## config.mk

```make
export PLATFORM = sky130hd
export DESIGN_NAME = pipe_stall_ctrl_flat
export DESIGN_NICKNAME = d
export VERILOG_FILES = /design/src/rtl/pipe_stall_ctrl_pkg.sv /design/src/rtl/pipe_stall_ctrl_if.sv /design/src/rtl/pipe_stall_ctrl_perf_cnt.sv /design/src/rtl/pipe_stall_ctrl.sv /design/src/flat_wrapper.sv
export SDC_FILE = /design/constraint.sdc
export NUM_CORES = 1
export LEC_CHECK = 0
export BUFFER_PORTS_ARGS = -buffer_cell sky130_fd_sc_hd__clkbuf_2
export CORE_MARGIN = 2
export CORE_UTILIZATION = 40
export CTS_CLUSTER_DIAMETER = 40
export DETAILED_ROUTE_END_ITERATION = 10
export GPL_TIMING_DRIVEN = 0
export PLACE_DENSITY = 0.64
export SYNTH_ARGS = -nofsm -noshare
export SYNTH_HDL_FRONTEND = slang
export SYNTH_SLANG_ARGS = --single-unit
export TNS_END_PERCENT = 5
```

## constraint.sdc

```tcl
create_clock -name clk -period 1.8 [get_ports clk]
set_clock_uncertainty 0.05 [all_clocks]
set_input_delay 0.09 -clock clk [delete_from_list [all_inputs] [get_ports clk]]
set_output_delay 0.09 -clock clk [all_outputs]
set_load 0.02 [all_outputs]
```

## src/rtl/pipe_stall_ctrl_pkg.sv

```systemverilog
// Shared constants for the core stall/flush controller: stall bus encodings,
// FSM state type and the divider watchdog default.
package pipe_stall_ctrl_pkg;

  localparam int STALL_BUS_W     = 6;
  localparam int DIV_TIMEOUT_DEF = 40;

  typedef logic [STALL_BUS_W-1:0] stall_bus_t;

  // bit0 PC, bit1 IF/ID, bit2 ID/EX, bit3 EX/MEM, bit4 MEM/WB, bit5 WB
  localparam stall_bus_t STALL_NONE = 6'b000000;
  localparam stall_bus_t STALL_ID   = 6'b000111;
  localparam stall_bus_t STALL_EX   = 6'b001111;

  typedef enum logic [1:0] {
    ST_IDLE     = 2'd0,
    ST_DIV_WAIT = 2'd1,
    ST_DIV_DONE = 2'd2
  } state_t;

  // One spare bit so the watchdog compare value always fits below saturation.
  function automatic int div_cnt_width(input int timeout);
    return $clog2(timeout) + 1;
  endfunction

endpackage

```

## src/rtl/pipe_stall_ctrl_if.sv

```systemverilog
// Request/response bundle between the pipeline/divider and the stall controller.
// slave = controller side, master = pipeline side.
interface pipe_stall_ctrl_if #(parameter int STALL_W = 6);

  logic               stallreq_id;
  logic               ex_div_req;
  logic               div_ready;
  logic               exc_req;
  logic [STALL_W-1:0] stall;
  logic               div_start;
  logic               div_abort;
  logic               div_result_sel;
  logic               flush;
  logic               div_timeout;

  modport slave (
    input  stallreq_id, ex_div_req, div_ready, exc_req,
    output stall, div_start, div_abort, div_result_sel, flush, div_timeout
  );

  modport master (
    output stallreq_id, ex_div_req, div_ready, exc_req,
    input  stall, div_start, div_abort, div_result_sel, flush, div_timeout
  );

endinterface

```

## src/rtl/pipe_stall_ctrl_perf_cnt.sv

```systemverilog
// Saturating 32-bit event counter used for stall statistics.
// Only built when STALL_PERF_EN is defined.
`ifdef STALL_PERF_EN
module stall_perf_cnt (
  input  logic        clk,
  input  logic        rst,
  input  logic        i_inc,
  output logic [31:0] o_cnt
);

  logic [31:0] r_cnt;

  always_ff @(posedge clk or posedge rst) begin
    if (rst)
      r_cnt <= '0;
    else if (i_inc && (r_cnt != 32'hFFFF_FFFF))
      r_cnt <= r_cnt + 32'd1;
  end

  assign o_cnt = r_cnt;

endmodule
`endif

```

## src/rtl/pipe_stall_ctrl.sv

```systemverilog
// Stall/flush controller: load-use stalls, divider start/abort/watchdog, exception flush.
// STALL_PERF_EN adds saturating ID/EX stall-cycle counters.
module pipe_stall_ctrl
  import pipe_stall_ctrl_pkg::*;
#(
  parameter int DIV_TIMEOUT = DIV_TIMEOUT_DEF,
  parameter int STALL_W     = STALL_BUS_W
) (
  input  logic              clk,
  input  logic              rst,
  pipe_stall_ctrl_if.slave  bus
`ifdef STALL_PERF_EN
  ,
  output logic [31:0]       perf_id_stall_cnt,
  output logic [31:0]       perf_ex_stall_cnt
`endif
);

  localparam int CNT_W = div_cnt_width(DIV_TIMEOUT);
  localparam logic [CNT_W-1:0] CNT_LAST = CNT_W'(DIV_TIMEOUT - 1);
  localparam logic [CNT_W-1:0] CNT_MAX  = '1;

  localparam logic [STALL_W-1:0] W_NONE = STALL_W'(STALL_NONE);
  localparam logic [STALL_W-1:0] W_ID   = STALL_W'(STALL_ID);
  localparam logic [STALL_W-1:0] W_EX   = STALL_W'(STALL_EX);

  state_t             r_state;
  logic [CNT_W-1:0]   r_cnt;
  logic               r_timeout;

  state_t             w_next;
  logic [STALL_W-1:0] w_stall;
  logic               w_start;
  logic               w_abort;
  logic               w_sel;
  logic               w_flush;
  logic               w_to_set;

  always_ff @(posedge clk or posedge rst) begin
    if (rst) r_state <= ST_IDLE;
    else     r_state <= w_next;
  end

  always_comb begin
    w_next   = r_state;
    w_stall  = W_NONE;
    w_start  = 1'b0;
    w_abort  = 1'b0;
    w_sel    = 1'b0;
    w_flush  = 1'b0;
    w_to_set = 1'b0;
    case (r_state)
      ST_IDLE: begin
        if (bus.exc_req) begin
          w_flush = 1'b1;
        end else if (bus.ex_div_req) begin
          w_start = 1'b1;
          w_stall = W_EX;
          w_next  = ST_DIV_WAIT;
        end else if (bus.stallreq_id) begin
          w_stall = W_ID;
        end
      end
      ST_DIV_WAIT: begin
        w_stall = W_EX;
        // The MEM-stage exception is older than the divide, so it cancels it.
        if (bus.exc_req) begin
          w_flush = 1'b1;
          w_abort = 1'b1;
          w_stall = W_NONE;
          w_next  = ST_IDLE;
        end else if (bus.div_ready) begin
          w_next  = ST_DIV_DONE;
        end else if (r_cnt == CNT_LAST) begin
          w_to_set = 1'b1;
          w_abort  = 1'b1;
          w_next   = ST_DIV_DONE;
        end
      end
      ST_DIV_DONE: begin
        // ex_div_req is still high for the retiring divide; never restart here.
        w_sel  = 1'b1;
        w_next = ST_IDLE;
        if (bus.exc_req) begin
          w_flush = 1'b1;
        end else if (bus.stallreq_id) begin
          w_stall = W_ID;
        end
      end
      default: w_next = ST_IDLE;
    endcase
    // Outputs are combinational, so they must be gated by reset explicitly.
    if (rst) begin
      w_stall  = W_NONE;
      w_start  = 1'b0;
      w_abort  = 1'b0;
      w_sel    = 1'b0;
      w_flush  = 1'b0;
      w_to_set = 1'b0;
    end
  end

  always_ff @(posedge clk or posedge rst) begin
    if (rst)
      r_cnt <= '0;
    else if (r_state == ST_IDLE && w_next == ST_DIV_WAIT)
      r_cnt <= '0;
    else if (r_state == ST_DIV_WAIT && r_cnt != CNT_MAX)
      r_cnt <= r_cnt + 1'b1;
  end

  always_ff @(posedge clk or posedge rst) begin
    if (rst)           r_timeout <= 1'b0;
    else if (w_to_set) r_timeout <= 1'b1;
  end

  assign bus.stall          = w_stall;
  assign bus.div_start      = w_start;
  assign bus.div_abort      = w_abort;
  assign bus.div_result_sel = w_sel;
  assign bus.flush          = w_flush;
  assign bus.div_timeout    = r_timeout;

`ifdef STALL_PERF_EN
  logic w_id_evt;
  logic w_ex_evt;

  assign w_id_evt = (w_stall == W_ID);
  assign w_ex_evt = (w_stall == W_EX);

  stall_perf_cnt u_perf_id (
    .clk   (clk),
    .rst   (rst),
    .i_inc (w_id_evt),
    .o_cnt (perf_id_stall_cnt)
  );

  stall_perf_cnt u_perf_ex (
    .clk   (clk),
    .rst   (rst),
    .i_inc (w_ex_evt),
    .o_cnt (perf_ex_stall_cnt)
  );
`endif

endmodule

```

## src/flat_wrapper.sv

```systemverilog
// flat-port wrapper written by rule: the top's interface ports become plain ports
module pipe_stall_ctrl_flat import pipe_stall_ctrl_pkg::*;
#(
  parameter int DIV_TIMEOUT = DIV_TIMEOUT_DEF,
  parameter int STALL_W     = STALL_BUS_W
)
  (clk, rst, bus_stallreq_id, bus_ex_div_req, bus_div_ready, bus_exc_req, bus_stall, bus_div_start, bus_div_abort, bus_div_result_sel, bus_flush, bus_div_timeout);
  pipe_stall_ctrl_if #(.STALL_W(STALL_W)) bus_i ();
  input  logic clk;
  input  logic rst;
  input wire logic [$bits(bus_i.stallreq_id)-1:0] bus_stallreq_id;
  input wire logic [$bits(bus_i.ex_div_req)-1:0] bus_ex_div_req;
  input wire logic [$bits(bus_i.div_ready)-1:0] bus_div_ready;
  input wire logic [$bits(bus_i.exc_req)-1:0] bus_exc_req;
  output wire logic [$bits(bus_i.stall)-1:0] bus_stall;
  output wire logic [$bits(bus_i.div_start)-1:0] bus_div_start;
  output wire logic [$bits(bus_i.div_abort)-1:0] bus_div_abort;
  output wire logic [$bits(bus_i.div_result_sel)-1:0] bus_div_result_sel;
  output wire logic [$bits(bus_i.flush)-1:0] bus_flush;
  output wire logic [$bits(bus_i.div_timeout)-1:0] bus_div_timeout;
  assign bus_i.stallreq_id = bus_stallreq_id;
  assign bus_i.ex_div_req = bus_ex_div_req;
  assign bus_i.div_ready = bus_div_ready;
  assign bus_i.exc_req = bus_exc_req;
  assign bus_stall = bus_i.stall;
  assign bus_div_start = bus_i.div_start;
  assign bus_div_abort = bus_i.div_abort;
  assign bus_div_result_sel = bus_i.div_result_sel;
  assign bus_flush = bus_i.flush;
  assign bus_div_timeout = bus_i.div_timeout;
  pipe_stall_ctrl #(.DIV_TIMEOUT(DIV_TIMEOUT), .STALL_W(STALL_W)) u_core (.clk(clk), .rst(rst), .bus(bus_i));
endmodule
```

==> results of run 1 <==
-- worst min-delay path by stage --
stage	end	start	slack [ns]
floorplan	u_core.bus.div_timeout	rst	-0.11
CTS	u_core.bus.div_timeout	bus_div_ready	0.006
global route	u_core.bus.div_timeout	bus_div_ready	0.02
global placement	u_core.bus.div_timeout	rst	0.12
finish	u_core.bus.div_timeout	bus_div_ready	0.01
detailed placement	u_core.bus.div_timeout	rst	0.12
-- metrics by stage --
| stage | hold WS [ns] | power, mW | setup WS (ns) | TNS [ns] |
|---|---|---|---|---|
| after CTS | 0.00627 | 0.647 | -0.194 | -0.194 |
| final | 0.0142 | 0.652 | -0.132 | -0.132 |
| after global routing | 0.0157 | 0.694 | -0.206 | -0.206 |
| after global placement | 0.117 | 0.406 | -0.0298 | -0.0298 |
| after floorplan | -0.109 | 0.369 | 0.133 | 0 |
| after detailed placement | 0.115 | 0.410 | -0.0453 | -0.0453 |
-- per-layer routing --
layer | global-route usage, % | vias to the layer above | wire length [um]
li1 | - | 300 | -
met3 | 6.38 | 2 | 71
met2 | 24.2 | 17 | 577
met4 | 3.75 | 0 | 6
met1 | 21.3 | 264 | 648
met5 | 0 | - | 0
-- power by group --
group          total (mW)  internal (mW)  switching, mW
sequential          0.276          0.249         0.0271
clock               0.198          0.123         0.0757
combinational       0.177         0.0863         0.0909
-- cells in the final DEF (no fill, tap or decap), types with 2 or more instances in the layout --
cell type,n
a211oi_1,2
o21ai_0,2
dfrtp_1,10
clkbuf_4,3
o211ai_1,2
nor3_1,4
nand3_1,4
buf_4,10
nand2_1,4
a41oi_1,2
inv_1,5
clkbuf_2,13
nor2_1,9
conb_1,2
a21oi_1,4
and3_1,2
clkbuf_8,2
-- cells by family (layout without fill, tap and decap cells) --
kind of cell / after synthesis / in the layout / share of synthesized area, %
simple gates: 29 / 29 / 24.7
compound gates: 18 / 18 / 21.2
flops: 10 / 10 / 41.6
buf+inv: 9 / 34 / 8.11
fa+ha+maj: 1 / 1 / 2.08
other cells: 1 / 2 / 0.623
mux: 1 / 1 / 1.66
-- state kept, by name, indices dropped and copies added, names as in the netlist --
name and cells:
u_core.r_cnt 7, u_core.bus.div_timeout 1, u_core.r_state 2
-- timing repair --
item	in CTS	in global routing
hold endpoints to repair	10	0
pin swaps	2	2
setup endpoints to repair	1	4
hold buffers	1	0
buffers inserted	5	1
gates resized for setup	3	2
-- worst max-delay path: stages, from the launching register on --
cell and delay, ns:
dfrtp_1 0.36, ha_2 0.20, nand3_2 0.09, or4_4 0.43, o21ai_1 0.12, and3_1 0.17
clkbuf_8 0.14
-- final cells by class --
type / instances / share of cell area, %
clock buffers: 4 / 4.52
flip-flops and latches: 10 / 31.2
repair buffers: 21 / 16.7
well taps: 15 / 2.34
multi-input cells: 51 / 39.2
inverters: 5 / 2.34
plain buffers: 4 / 3.74
==> flow_metrics.tcl, run 1 <==
set metrics [dict create \
    hold_viol_final 0 \
    design_area_um2 802 \
    yosys.area.top_type "dfrtp_1" \
    cts-root-buf "clkbuf_4" \
    grt_pass1_vias 510 \
    r2r_end "u_core.bus.div_timeout" \
    yosysMostFrequentCell "dfrtp_1" \
    outcome "complete, but fails checks" \
    drive_gt1_share_pct 35.8 \
    crit_end "bus_div_abort" \
    async_flop_share_pct 100 \
    crit_arrival_ns 1.79 \
    syn_inst 69 \
    drc 0 \
    startpoint_type "register" \
    overflow 0 \
    synth_warnings 0 \
    fin_ws_ns -0.132 \
    setup_violations 1 \
    die_x_um 42.8 \
    antenna_left 0 \
    crit_start "u_core.r_cnt[0]" \
    antenna_cells 0 \
    dominantRegCellSynth "dfrtp_1" \
    dp_hpwl_um 942 \
    cts_tree "yes" \
    r2r_start "u_core.r_cnt[0]" \
    power_density_nw_per_um2 813 \
    io_pins 17 \
    r2r_slack_ns 0.14 \
    rr_worst_depth 5 \
    critical_path_class "reg2out" \
    slew_headroom_pct 65.4 \
    synth.area.top_cells "dfrtp_1 42%, nor2_1 5.6%, buf_4 5.0%" \
    drt_first_iter_violations 13 \
    synth_common_cells "10 x dfrtp_1, 9 x nor2_1, 5 x inv_1" \
    cts_inserted_buffers 3 \
    fin_crit_sh_pct 107 \
    end_kind "output port" \
    wl_um 1300 \
    clock_latency_ns 0.26 \
    antenna_found_initial 0 \
    area_growth_pct 33.3 \
    synth_edf_count 0 \
    synth-seq-cells 10 \
    cts.sinks 10 \
    fin_util_pct 59.4 \
    seqCellArea_um2 250 \
    fin_nets 103 \
    rsz0062_at_grt "yes" \
    grt_max_degree 13 \
    clk_pin_slew_ns 0.07 \
    drv_cap 0 \
    dp.cells 99 \
    synthesis.area_um2 602 \
    dieArea_um2 1830 \
    grt_pass1_wl_um 2210 \
    vias 583 \
    fillCellCount 127 \
    firstDrtPassIters 4 \
    io_buffers 14 \
    grt_usage_pct 16.0 \
    core_um2 1350 \
    violations "negative setup slack" \
    p_leak_nw 0.389 \
    die_y_um 42.8 \
    place_area_um2 694 \
    tightest_slew_ns 0.515 \
    fmax_mhz 518 \
    routedWlPerCell_um 11.8 \
    crit_fanout 2 \
    fin_cells 110 \
    cts_max_path_buffers 2 \
    worstHoldPathCells 2 \
    period_needed_ns 1.93 \
    worst_ep_required_time_ns 1.66 \
    gp_congestion 0.821 \
    netlist.area_leader.share_pct 41.6 \
    synth_cell_type_count 27 \
    maxSlewViolCount 0 \
    multiInputGateArea_um2 314 \
    viasPerCell 5.30 \
    avgSynthCellArea_um2 8.72 \
    min_path_type "in2reg" \
    ir_worst_vdd_uv 607 \
    rows 13 \
    initial_core_util_pct 44.6 \
    seq_area_frac_synth_pct 41.6 \
    ctsHtreeMaxLevel 1 \
]
No activity file was read; power rests on OpenSTA's default activity.
==> inputs of run 2 (changes only) <==
CORE_MARGIN = not set   (was 2)
==> flow_metrics.tcl, run 2 (synthesized netlist as in run 1, its figures left out) <==
set metrics [dict create \
    fin_crit_sh_pct 107 \
    drive_gt1_share_pct 34.4 \
    firstDrtPassIters 4 \
    power_switching_mw 0.206 \
    fin_nets 102 \
    clk_pin_slew_ns 0.07 \
    path_cells "ha_4, nand3_4, or4_4, o21ai_2, and3_1, clkbuf_8" \
    largest_register_ffs 7 \
    power_density_nw_per_um2 769 \
    antenna_left 0 \
    violations "negative setup slack" \
    setup_violations 1 \
    p_sw_share_pct 33.4 \
    critPathBufInv 1 \
    fin_cells 108 \
    r2r_start "u_core.r_cnt[0]" \
    crit_end "bus_div_abort" \
    r2r_slack_ns 0.14 \
    critical_path_class "reg2out" \
    final_common_cell "clkbuf_2" \
    power_frac_comb_pct 28.7 \
    area_growth_pct 33.1 \
    gp_congestion 0.797 \
    design_area_um2 801 \
    seqPwrFrac_pct 46.1 \
    dieArea_um2 1660 \
    cts.sinks 10 \
    outcome "complete, but fails checks" \
    p_total_mw 0.616 \
    grt_max_degree 13 \
    end_kind "output port" \
    clkPwrFrac_pct 25.1 \
    wl_um 1380 \
    busiest_layer "met1" \
    io_pins 17 \
    dp.cells 99 \
    cts_tree "yes" \
    mostFrequentLayoutCells "13 x clkbuf_2, 10 x dfrtp_1, 9 x nor2_1, 9 x buf_4, 5 x inv_1" \
    cts-root-buf "clkbuf_4" \
    die_y_um 40.8 \
    hold_viol_final 0 \
    die_x_um 40.8 \
    period_needed_ns 1.92 \
    p_int_mw 0.410 \
    use_met1_pct 29.8 \
    ir_worst_vdd_uv 447 \
    r2r_end "u_core.bus.div_timeout" \
    cts_max_path_buffers 2 \
    initial_core_util_pct 44.6 \
    top_register "u_core.r_cnt" \
    overflow 0 \
    drt_first_iter_violations 23 \
    critPathTopFamily "simple AND/OR/NAND/NOR gates" \
    rows 13 \
    drc 0 \
    worst_ep_required_time_ns 1.66 \
    clock_latency_ns 0.26 \
    crit_fanout 2 \
    drv_cap 0 \
    fin_ws_ns -0.119 \
    crit_start "u_core.r_cnt[0]" \
    grt_usage_pct 20.4 \
    maxSlewViolCount 0 \
    io_buffers 14 \
    slew_headroom_pct 66.1 \
    core_um2 1350 \
    tightest_slew_ns 0.505 \
    min_path_type "in2reg" \
    max_stage_delay_ns 0.44 \
    crit_arrival_ns 1.78 \
    pre_cts_ws_ns -0.0515 \
    antenna_cells 0 \
    grt_pass1_vias 483 \
    grtUsageMet3_pct 4.89 \
    vias 585 \
    p_leak_nw 0.379 \
    ctsHtreeMaxLevel 1 \
    cts_inserted_buffers 3 \
    antenna_found_initial 0 \
    rr_worst_depth 5 \
    grtUsageMet2_pct 27.7 \
    viasPerCell 5.42 \
    slowest_stage "or4_4" \
    holdWs_ns 0.0298 \
    cp.depth 6 \
    startpoint_type "register" \
    routedWlPerCell_um 12.8 \
    dp_hpwl_um 938 \
    fmax_mhz 521 \
    place_area_um2 694 \
    grt_pass1_wl_um 2190 \
    rsz0062_at_grt "yes" \
]
[run 2: routing by layer]
layer / wire length, um / part of all wire (%) / up-vias
li1: - / - / 298
met1: 666 / 48 / 266
met2: 625 / 45 / 19
met3: 74 / 5.4 / 2
met4: 12 / 0.87 / 0
met5: 0 / 0 / -
[run 2: what timing repair did]
action / CTS / global route
setup endpoints to repair: 1 / 2
hold buffers: 1 / 0
hold endpoints to repair: 10 / 0
gates resized for setup: 5 / 2
buffers inserted: 5 / 0
pin swaps: 3 / 3
[run 2: per-stage QoR]
| step | setup TNS, ns | utilization, % |
|---|---|---|
| after floorplan | 0 | - |
| after global placement | -0.0314 | 51.4 |
| after detailed placement | -0.0515 | 51.4 |
| after CTS | -0.185 | 58.8 |
| after global routing | -0.195 | 59.3 |
| final | -0.119 | 59.3 |
[run 2: layout make-up]
cell class	instances	area, um2
inverters	5	18.8
flip-flops and latches	10	250
plain buffers	4	30.0
multi-input cells	51	334
clock buffers	3	22.5
well taps	15	18.8
repair buffers	20	126
fillers	128	549
[run 2: worst min-delay path by stage]
stage             startpoint                     end  slack, ns  cells past startpoint
2_1_floorplan            rst  u_core.bus.div_timeout      -0.11                      1
5_1_grt        bus_div_ready  u_core.bus.div_timeout       0.04                      2
3_3_place_gp             rst  u_core.bus.div_timeout       0.12                      2
6_report       bus_div_ready  u_core.bus.div_timeout       0.03                      2
3_5_place_dp             rst  u_core.bus.div_timeout       0.12                      2
4_1_cts        bus_div_ready  u_core.bus.div_timeout       0.01                      2
[run 2: power groups by stage]
stage	Clock (mW)	Sequential (mW)	Combinational (mW)
after floorplan	0	0.280	0.0889
after global placement	0	0.288	0.118
after detailed placement	0	0.290	0.119
after CTS	0.158	0.284	0.172
after global routing	0.163	0.287	0.199
final	0.155	0.284	0.177
